[config.mk]
export PLATFORM = sky130hd
export DESIGN_NAME = ctx_regfile_mover
export DESIGN_NICKNAME = d
export VERILOG_FILES = /design/src/rtl/ctx_regfile_mover_pkg.sv /design/src/rtl/ctx_regfile_mover.sv
export SDC_FILE = /design/constraint.sdc
export NUM_CORES = 1
export LEC_CHECK = 0
export BUFFER_PORTS_ARGS = -buffer_cell sky130_fd_sc_hd__buf_2
export CORE_MARGIN = 2
export CORE_UTILIZATION = 53
export DETAILED_ROUTE_END_ITERATION = 10
export HOLD_SLACK_MARGIN = 0.05
export PLACE_DENSITY = 0.86
export SLEW_MARGIN = 10
export SYNTH_ARGS = -nofsm -noshare
export SYNTH_HDL_FRONTEND = slang
export SYNTH_SLANG_ARGS = --single-unit
[constraint.sdc]
create_clock -name CLK -period 5.5 [get_ports CLK]
set_clock_uncertainty 0.2 [all_clocks]
set_input_delay 0.55 -clock CLK [delete_from_list [all_inputs] [get_ports CLK]]
set_output_delay 0.55 -clock CLK [all_outputs]
set_load 0.01 [all_outputs]
[src/rtl/ctx_regfile_mover_pkg.sv]
// ctx_regfile_mover_pkg: shared state encoding and address helper for the context mover
package ctx_regfile_mover_pkg;

    localparam int REG_IDX_W  = 5;
    localparam int WORD_BYTES = 4;

    typedef enum logic [2:0] {
        IDLE,
        SAVE_RD,
        SAVE_WR,
        RST_RD,
        RST_WR,
        FINISH
    } state_e;

    function automatic logic [31:0] word_addr(input logic [31:0] base, input logic [REG_IDX_W-1:0] idx);
        return base + 32'(idx) * 32'(WORD_BYTES);
    endfunction

endpackage

[src/rtl/ctx_regfile_mover.sv]
// ctx_regfile_mover: walks registers FIRST_REG..NUM_REGS-1 between the register file and data memory
module ctx_regfile_mover
    import ctx_regfile_mover_pkg::*;
#(
    parameter int NUM_REGS   = 32,
    parameter int FIRST_REG  = 1,
    parameter int DATA_WIDTH = 32
) (
    input  logic                  CLK,
    input  logic                  RESET,
    input  logic                  SAVE,
    input  logic                  RESTORE,
    input  logic [31:0]           BASE_ADDR,
    output logic                  BUSY,
    output logic                  DONE,
    output logic [REG_IDX_W-1:0]  RF_ADDR,
    input  logic [DATA_WIDTH-1:0] RF_RDATA,
    output logic [DATA_WIDTH-1:0] RF_WDATA,
    output logic                  RF_WRITE,
    output logic [31:0]           MEM_ADDRESS,
    output logic                  MEM_WRITE,
    output logic                  MEM_READ,
    output logic [DATA_WIDTH-1:0] MEM_WRITEDATA,
    input  logic [DATA_WIDTH-1:0] MEM_READDATA,
    input  logic                  MEM_BUSYWAIT
);

    localparam logic [REG_IDX_W-1:0] FIRST = REG_IDX_W'(FIRST_REG);
    localparam logic [REG_IDX_W-1:0] LAST  = REG_IDX_W'(NUM_REGS - 1);

    state_e                  state_q, state_d;
    logic [REG_IDX_W-1:0]    idx_q, idx_d;
    logic [31:0]             base_q, base_d;
    logic [DATA_WIDTH-1:0]   data_q, data_d;
    logic                    busy_q, busy_d;
    logic                    done_q, done_d;
    logic [REG_IDX_W-1:0]    rf_addr_q, rf_addr_d;
    logic [DATA_WIDTH-1:0]   rf_wdata_q, rf_wdata_d;
    logic                    rf_write_q, rf_write_d;
    logic [31:0]             mem_addr_q, mem_addr_d;
    logic                    mem_write_q, mem_write_d;
    logic                    mem_read_q, mem_read_d;
    logic [DATA_WIDTH-1:0]   mem_wdata_q, mem_wdata_d;

    always_comb begin
        state_d = state_q;
        idx_d   = idx_q;
        base_d  = base_q;
        data_d  = data_q;
        case (state_q)
            IDLE: begin
                if (SAVE || RESTORE) begin
                    state_d = SAVE ? SAVE_RD : RST_RD;
                    base_d  = BASE_ADDR & ~32'h3;
                    idx_d   = FIRST;
                end
            end
            SAVE_RD: begin
                data_d  = RF_RDATA;
                state_d = SAVE_WR;
            end
            SAVE_WR: begin
                if (!MEM_BUSYWAIT) begin
                    state_d = (idx_q == LAST) ? FINISH : SAVE_RD;
                    idx_d   = (idx_q == LAST) ? idx_q : idx_q + 1'b1;
                end
            end
            RST_RD: begin
                if (!MEM_BUSYWAIT) begin
                    data_d  = MEM_READDATA;
                    state_d = RST_WR;
                end
            end
            RST_WR: begin
                state_d = (idx_q == LAST) ? FINISH : RST_RD;
                idx_d   = (idx_q == LAST) ? idx_q : idx_q + 1'b1;
            end
            default: state_d = IDLE;
        endcase
        // Outputs are decoded from the next state so they are registered yet aligned with it
        busy_d      = state_d != IDLE;
        done_d      = state_d == FINISH;
        mem_write_d = state_d == SAVE_WR;
        mem_read_d  = state_d == RST_RD;
        rf_write_d  = state_d == RST_WR;
        rf_addr_d   = (state_d == SAVE_RD || state_d == RST_WR) ? idx_d : '0;
        rf_wdata_d  = rf_write_d ? data_d : '0;
        mem_addr_d  = (mem_write_d || mem_read_d) ? word_addr(base_d, idx_d) : '0;
        mem_wdata_d = mem_write_d ? data_d : '0;
    end

    always_ff @(posedge CLK) begin
        if (RESET) begin
            state_q     <= IDLE;
            idx_q       <= FIRST;
            base_q      <= '0;
            data_q      <= '0;
            busy_q      <= 1'b0;
            done_q      <= 1'b0;
            rf_addr_q   <= '0;
            rf_wdata_q  <= '0;
            rf_write_q  <= 1'b0;
            mem_addr_q  <= '0;
            mem_write_q <= 1'b0;
            mem_read_q  <= 1'b0;
            mem_wdata_q <= '0;
        end else begin
            state_q     <= state_d;
            idx_q       <= idx_d;
            base_q      <= base_d;
            data_q      <= data_d;
            busy_q      <= busy_d;
            done_q      <= done_d;
            rf_addr_q   <= rf_addr_d;
            rf_wdata_q  <= rf_wdata_d;
            rf_write_q  <= rf_write_d;
            mem_addr_q  <= mem_addr_d;
            mem_write_q <= mem_write_d;
            mem_read_q  <= mem_read_d;
            mem_wdata_q <= mem_wdata_d;
        end
    end

    assign BUSY          = busy_q;
    assign DONE          = done_q;
    assign RF_ADDR       = rf_addr_q;
    assign RF_WDATA      = rf_wdata_q;
    assign RF_WRITE      = rf_write_q;
    assign MEM_ADDRESS   = mem_addr_q;
    assign MEM_WRITE     = mem_write_q;
    assign MEM_READ      = mem_read_q;
    assign MEM_WRITEDATA = mem_wdata_q;

endmodule

# Word level (Yosys, flattened, before mapping)
# Cells that the tools add are included.
dict set report op_classes {
  bitwise_logic 4
  n_eq_ne 10
  n_reduce_logical 9
  muxes 15
  n_addsub 2
}
# op count
set op_table {}
lappend op_table {{two-way mux 32 bit} 3}
lappend op_table {{case mux 32 bit (2 select lines)} 1}
lappend op_table {{adder 32 x 7 -> 32 bit} 1}
lappend op_table {{two-way mux 3 bit} 5}
lappend op_table {{two-way mux 5 bit} 3}
lappend op_table {{case mux 3 bit (5 select lines)} 1}
lappend op_table {{case mux 5 bit (3 select lines)} 1}
lappend op_table {{equality test 3 x 2 -> 1 bit, second input constant} 4}
lappend op_table {{equality test 3 bit, second input constant} 3}
lappend op_table {{OR reduction 2 bit} 4}
lappend op_table {{equality test 3 x 1 -> 1 bit, second input constant} 2}
lappend op_table {{adder 5 x 1 -> 5 bit, second input constant} 1}
lappend op_table {{equality test 5 bit, second input constant} 1}
lappend op_table {{inverter 1 bit} 4}
lappend op_table {{logical NOT 3 bit} 1}
lappend op_table {{logical OR 1 bit} 3}
lappend op_table {{nonzero test 3 bit} 1}
lappend op_table {{two-way mux 2 bit} 1}
dict set report word_totals {
  elab_cells 53
  inputBits 101
  reg_bits 178
  output_inout_bits 106
}

# Longest topological paths before layout
dict set report logic_depth {
  word_depth 8
  depth_mapped 17
  depth_no_buf 15
}

# Least setup slack after synthesis
# Ideal clock, no wire load.
dict set report synth_timing {
  kind {input to register}
  startpoint {input MEM_BUSYWAIT}
  endpoint {register mem_addr_q[23] (netlist: MEM_ADDRESS[23])}
  setup_ps 128
  n_path_buf 1
  arrival_time_ps 3284
  stages 13
  setup_slack_ps 1888
  cell_sequence {buf_2 > or3b_1 > a21o_1 > o21bai_1 > a22oi_1 > inv_1 > ha_1 > a211oi_1 > o21bai_1 > a21oi_1 > nor3_1 > xnor2_1 > nor2_1}
}
dict set report synth_between {
  elab_cells_between_ends 11
}
# item line_no
set synth_rtl {}
lappend synth_rtl {{from (decl)} ctx_regfile_mover.sv:25} ;# input logic MEM_BUSYWAIT
lappend synth_rtl {{two-way mux 5 bit} ctx_regfile_mover.sv:63} ;# if (!MEM_BUSYWAIT) begin
lappend synth_rtl {{case mux 5 bit (3 select lines)} ctx_regfile_mover.sv:50} ;# case (state_q)
lappend synth_rtl {{via idx_d[1]} ctx_regfile_mover.sv:32} ;# logic [REG_IDX_W-1:0] idx_q, idx_d;
lappend synth_rtl {{adder 32 x 7 -> 32 bit} ctx_regfile_mover_pkg.sv:17} ;# return base + 32'(idx) * 32'(WORD_BYTES);
lappend synth_rtl {{to (signal assigned)} ctx_regfile_mover.sv:117} ;# mem_addr_q <= mem_addr_d;
lappend synth_rtl {{to (decl)} ctx_regfile_mover.sv:40} ;# logic [31:0] mem_addr_q, mem_addr_d;
# The timed path passes the listed nets, and every way through them passes these cells.
# A chain may end at the register's enable or synchronous reset.

# Final worst setup path
dict set report layout_timing {
  startpoint {register state_q[1]}
  endpoint {register mem_addr_q[25] (netlist: MEM_ADDRESS[25])}
}
dict set report layout_between {
  elab_cells_between_ends 17
}
# item line_no
set layout_rtl {}
lappend layout_rtl {{from (decl)} ctx_regfile_mover.sv:31} ;# state_e state_q, state_d;
lappend layout_rtl {{from (signal assigned)} ctx_regfile_mover.sv:108} ;# state_q <= state_d;
lappend layout_rtl {{equality test 3 bit (tied with other cells)} ctx_regfile_mover.sv:50}
lappend layout_rtl {{case mux 5 bit (3 select lines) *} ctx_regfile_mover.sv:50}
lappend layout_rtl {{via idx_d[1]} ctx_regfile_mover.sv:32}
lappend layout_rtl {{adder 32 x 7 -> 32 bit *} ctx_regfile_mover_pkg.sv:17}
# Mark *: on every way through the listed nets, which the timed path passes. The rest lies on a longest branch.

==> impl_metrics.env <==
export IMPL_status="finished, final reports clean"
export IMPL_grt_max_degree=76
export IMPL_startpoint_type="register"
export IMPL_io_pins=207
export IMPL_drc_errors=0
export IMPL_cts_tree="done"
export IMPL_min_period_ns=4.27
export IMPL_antenna_found_initial=1
export IMPL_synth_edf_count=0
export IMPL_worst_ep_arrival_time_ns=4.37
export IMPL_routed_wl_um=18700
export IMPL_power_total_w=0.00322
export IMPL_reg2reg_depth=12
export IMPL_syn_nets=899
export IMPL_slew_violations=0
export IMPL_drt_iter0_drc=606
export IMPL_row_count=41
export IMPL_firstDrtPassIters=5
export IMPL_finalSetupTns_ns=0
export IMPL_min_delay_path_depth=3
export IMPL_initial_utilization=0.548
export IMPL_path_max_fanout=19
export IMPL_yosysUniqueCellTypes=63
export IMPL_max_slew_margin_rel=0.342
export IMPL_crit_end="MEM_ADDRESS[25]"
export IMPL_numCtsBuffers=17
export IMPL_worstReg2RegStart="state_q[1]"
export IMPL_drv_cap=0
export IMPL_routabilityCongestion=0.960
export IMPL_drive_above_1_share=0.264
export IMPL_post_dp_cell_area_mm2=0.00806
export IMPL_post_cts_buffers=0
export IMPL_ys_warn_count=0
export IMPL_grt_overflow=0
export IMPL_grt_use_met2=0.431
export IMPL_r2r_slack_ns=1.23
export IMPL_ant_nets=0
export IMPL_power_leakage_nw=3.87
export IMPL_drt_wirelength_per_cell_um=16.1
export IMPL_track_usage=0.263
export IMPL_power_frac_seq=0.448
export IMPL_p_clk_frac=0.378
export IMPL_syn_area_mm2=0.00697
export IMPL_postLayoutCellArea_mm2=0.00866
export IMPL_root_buffer="clkbuf_16"
export IMPL_cts_clk_slew_worst_paths_ns=0.07
export IMPL_core_mm2=0.0127
export IMPL_port_buffers=204
export IMPL_cellInternalPower_w=0.00231
export IMPL_grt_first_pass_wirelength_um=29600
export IMPL_fmax_mhz=234
export IMPL_async_flop_share=0
export IMPL_grt_busiest_layer="met2"
export IMPL_rsz0062_at_grt="false"
export IMPL_startpoint="state_q[1]"
export IMPL_post_route_util=0.681
export IMPL_synth_main_ff_cell="dfxtp_1"
export IMPL_hold_violations=0
export IMPL_ys_seq_area_frac=0.511
export IMPL_cts_resized_gates=0
export IMPL_use_met1=0.321
export IMPL_hp_class="input pin to register"
export IMPL_dieArea_mm2=0.0141
export IMPL_r2r_end="MEM_ADDRESS[25]"
export IMPL_path_class="register to register"
export IMPL_nNetsFinal=1083
export IMPL_synth_seq_cells=178
export IMPL_switching_share=0.284
export IMPL_cts_sinks=178
export IMPL_insertion_delay_ns=0.42
export IMPL_grt_use_met3=0.0801
export IMPL_syn_avg_cell_area_um2=8.81
export IMPL_ir_drop_mv=0.294
export IMPL_final_common_cell="buf_2"
export IMPL_hpwl_um=12600
export IMPL_finalSetupViolations=0
export IMPL_area_delta_synth_final_pct=24.3
export IMPL_grt_pass1_vias=6141
export IMPL_cp_end_kind="register"
export IMPL_fin_crit_sh=0.776
export IMPL_cts_hold_buf=0
export IMPL_worst_ep_required_time_ns=5.60
export IMPL_worst_pin_slew_ns=0.987
export IMPL_die_h_um=119
export IMPL_setup_ws_ns=1.23
export IMPL_p_per_area_mw_per_mm2=372
export IMPL_final_cell_mix="buf_2 (204), nor2_1 (201), dfxtp_1 (178), nor3_1 (52), o21ai_0 (44)"
export IMPL_viasPerCell=5.61
export IMPL_postSynthCellCount=791
export IMPL_pre_cts_ws_ns=1.32
export IMPL_p_switching_w=0.000915
export IMPL_num_vias=6519
export IMPL_cts_max_level=4
export IMPL_clk_path_buf_depth=2
export IMPL_die_w_um=119
export IMPL_power_frac_comb=0.174
-- Yosys cell counts, types with 2 or more instances --
| library cell | count | share of area |
|---|---|---|
| a211oi_1 | 7 | 0.0075 |
| a21o_1 | 4 | 0.0043 |
| a21oi_1 | 15 | 0.011 |
| a22oi_1 | 2 | 0.0022 |
| a31oi_1 | 11 | 0.0099 |
| and2_1 | 3 | 0.0027 |
| and3_1 | 9 | 0.0081 |
| buf_1 | 3 | 0.0016 |
| buf_2 | 9 | 0.0065 |
| buf_4 | 2 | 0.0022 |
| buf_6 | 3 | 0.0048 |
| clkbuf_1 | 32 | 0.017 |
| dfxtp_1 | 178 | 0.51 |
| ha_1 | 6 | 0.011 |
| inv_1 | 8 | 0.0043 |
| inv_2 | 2 | 0.0011 |
| mux2i_1 | 25 | 0.036 |
| nand2_1 | 37 | 0.020 |
| nand2b_1 | 5 | 0.0045 |
| nand3_1 | 12 | 0.0086 |
| nand4_1 | 8 | 0.0072 |
| nor2_1 | 201 | 0.11 |
| nor2b_1 | 6 | 0.0054 |
| nor3_1 | 52 | 0.037 |
| nor3b_1 | 3 | 0.0032 |
| nor4_1 | 9 | 0.0081 |
| o211ai_1 | 2 | 0.0022 |
| o21ai_0 | 44 | 0.032 |
| o21bai_1 | 4 | 0.0043 |
| o221ai_1 | 32 | 0.040 |
| or2_1 | 2 | 0.0018 |
| xnor2_1 | 10 | 0.013 |
| xor2_1 | 15 | 0.019 |
-- critical path, cell delays in order (launching register included) --
cell and delay, ns:
dfxtp_1 0.69, or3b_1 0.44, a21o_1 0.19, o21bai_1 0.16
a22oi_1 0.35, inv_1 0.11, ha_1 0.34, a211oi_1 0.31
o21bai_1 0.13, a21oi_1 0.80, nor4_1 0.20, xor2_1 0.18
nor2_1 0.05
-- stage by stage --
stage | std cells | hold WS (ns)
after global placement | 1128 | 0.233
after global routing | 1160 | 0.177
final | 1161 | 0.189
after detailed placement | 1128 | 0.236
after CTS | 1160 | 0.175
after floorplan | 791 | 0.219
-- sequential cells by signal, summed over array words and instances (netlist names), 3 cells and up --
name	flops
MEM_ADDRESS	32
MEM_WRITEDATA	32
RF_ADDR	5
RF_WDATA	32
base_q	32
data_q	32
idx_q	5
state_q	3
-- layer usage --
| layer | share of wire | vias up | wire length [µm] |
|---|---|---|---|
| met3 | 0.091 | 32 | 1700 |
| met4 | 0.020 | 0 | 370 |
| met2 | 0.48 | 320 | 9060 |
| met1 | 0.41 | 3055 | 7600 |
| met5 | 0 | - | 0 |
| li1 | - | 3112 | - |
-- final cells by class --
cell class                      instances  area, µm²
Fill cell                            1046       4060
Multi-Input combinational cell        554       3150
Inverter                               10       37.5
Timing Repair Buffer                  214       1100
Antenna cell                            1       2.50
Clock buffer                           20        457
Tap cell                              172        215
Clock inverter                         12        145
Sequential cell                       178       3560
-- power groups by stage --
stage | registers (W) | logic [W] | clock network (W)
after floorplan | 0.00148 | 0.000371 | 0
after global placement | 0.00147 | 0.000541 | 0
after detailed placement | 0.00147 | 0.000550 | 0
after CTS | 0.00144 | 0.000556 | 0.00123
after global routing | 0.00145 | 0.000619 | 0.00129
final | 0.00144 | 0.000559 | 0.00122
-- cell families after synthesis --
logic type / share of synthesized area
flops: 0.511
xor+xnor: 0.0314
buf+inv: 0.0377
fa+ha+maj: 0.0136
mux: 0.0395
compound gates: 0.134
simple gates: 0.232
-- how the worst min path moves through the flow --
stage | from | to | slack [ns]
global placement | base_q[1] | MEM_ADDRESS[1] | 0.23
finish | BASE_ADDR[6] | base_q[6] | 0.19
detailed placement | base_q[0] | MEM_ADDRESS[0] | 0.24
global route | BASE_ADDR[6] | base_q[6] | 0.18
CTS | BASE_ADDR[6] | base_q[6] | 0.18
floorplan | base_q[0] | MEM_ADDRESS[0] | 0.22
(Power assumes the default switching activity.)
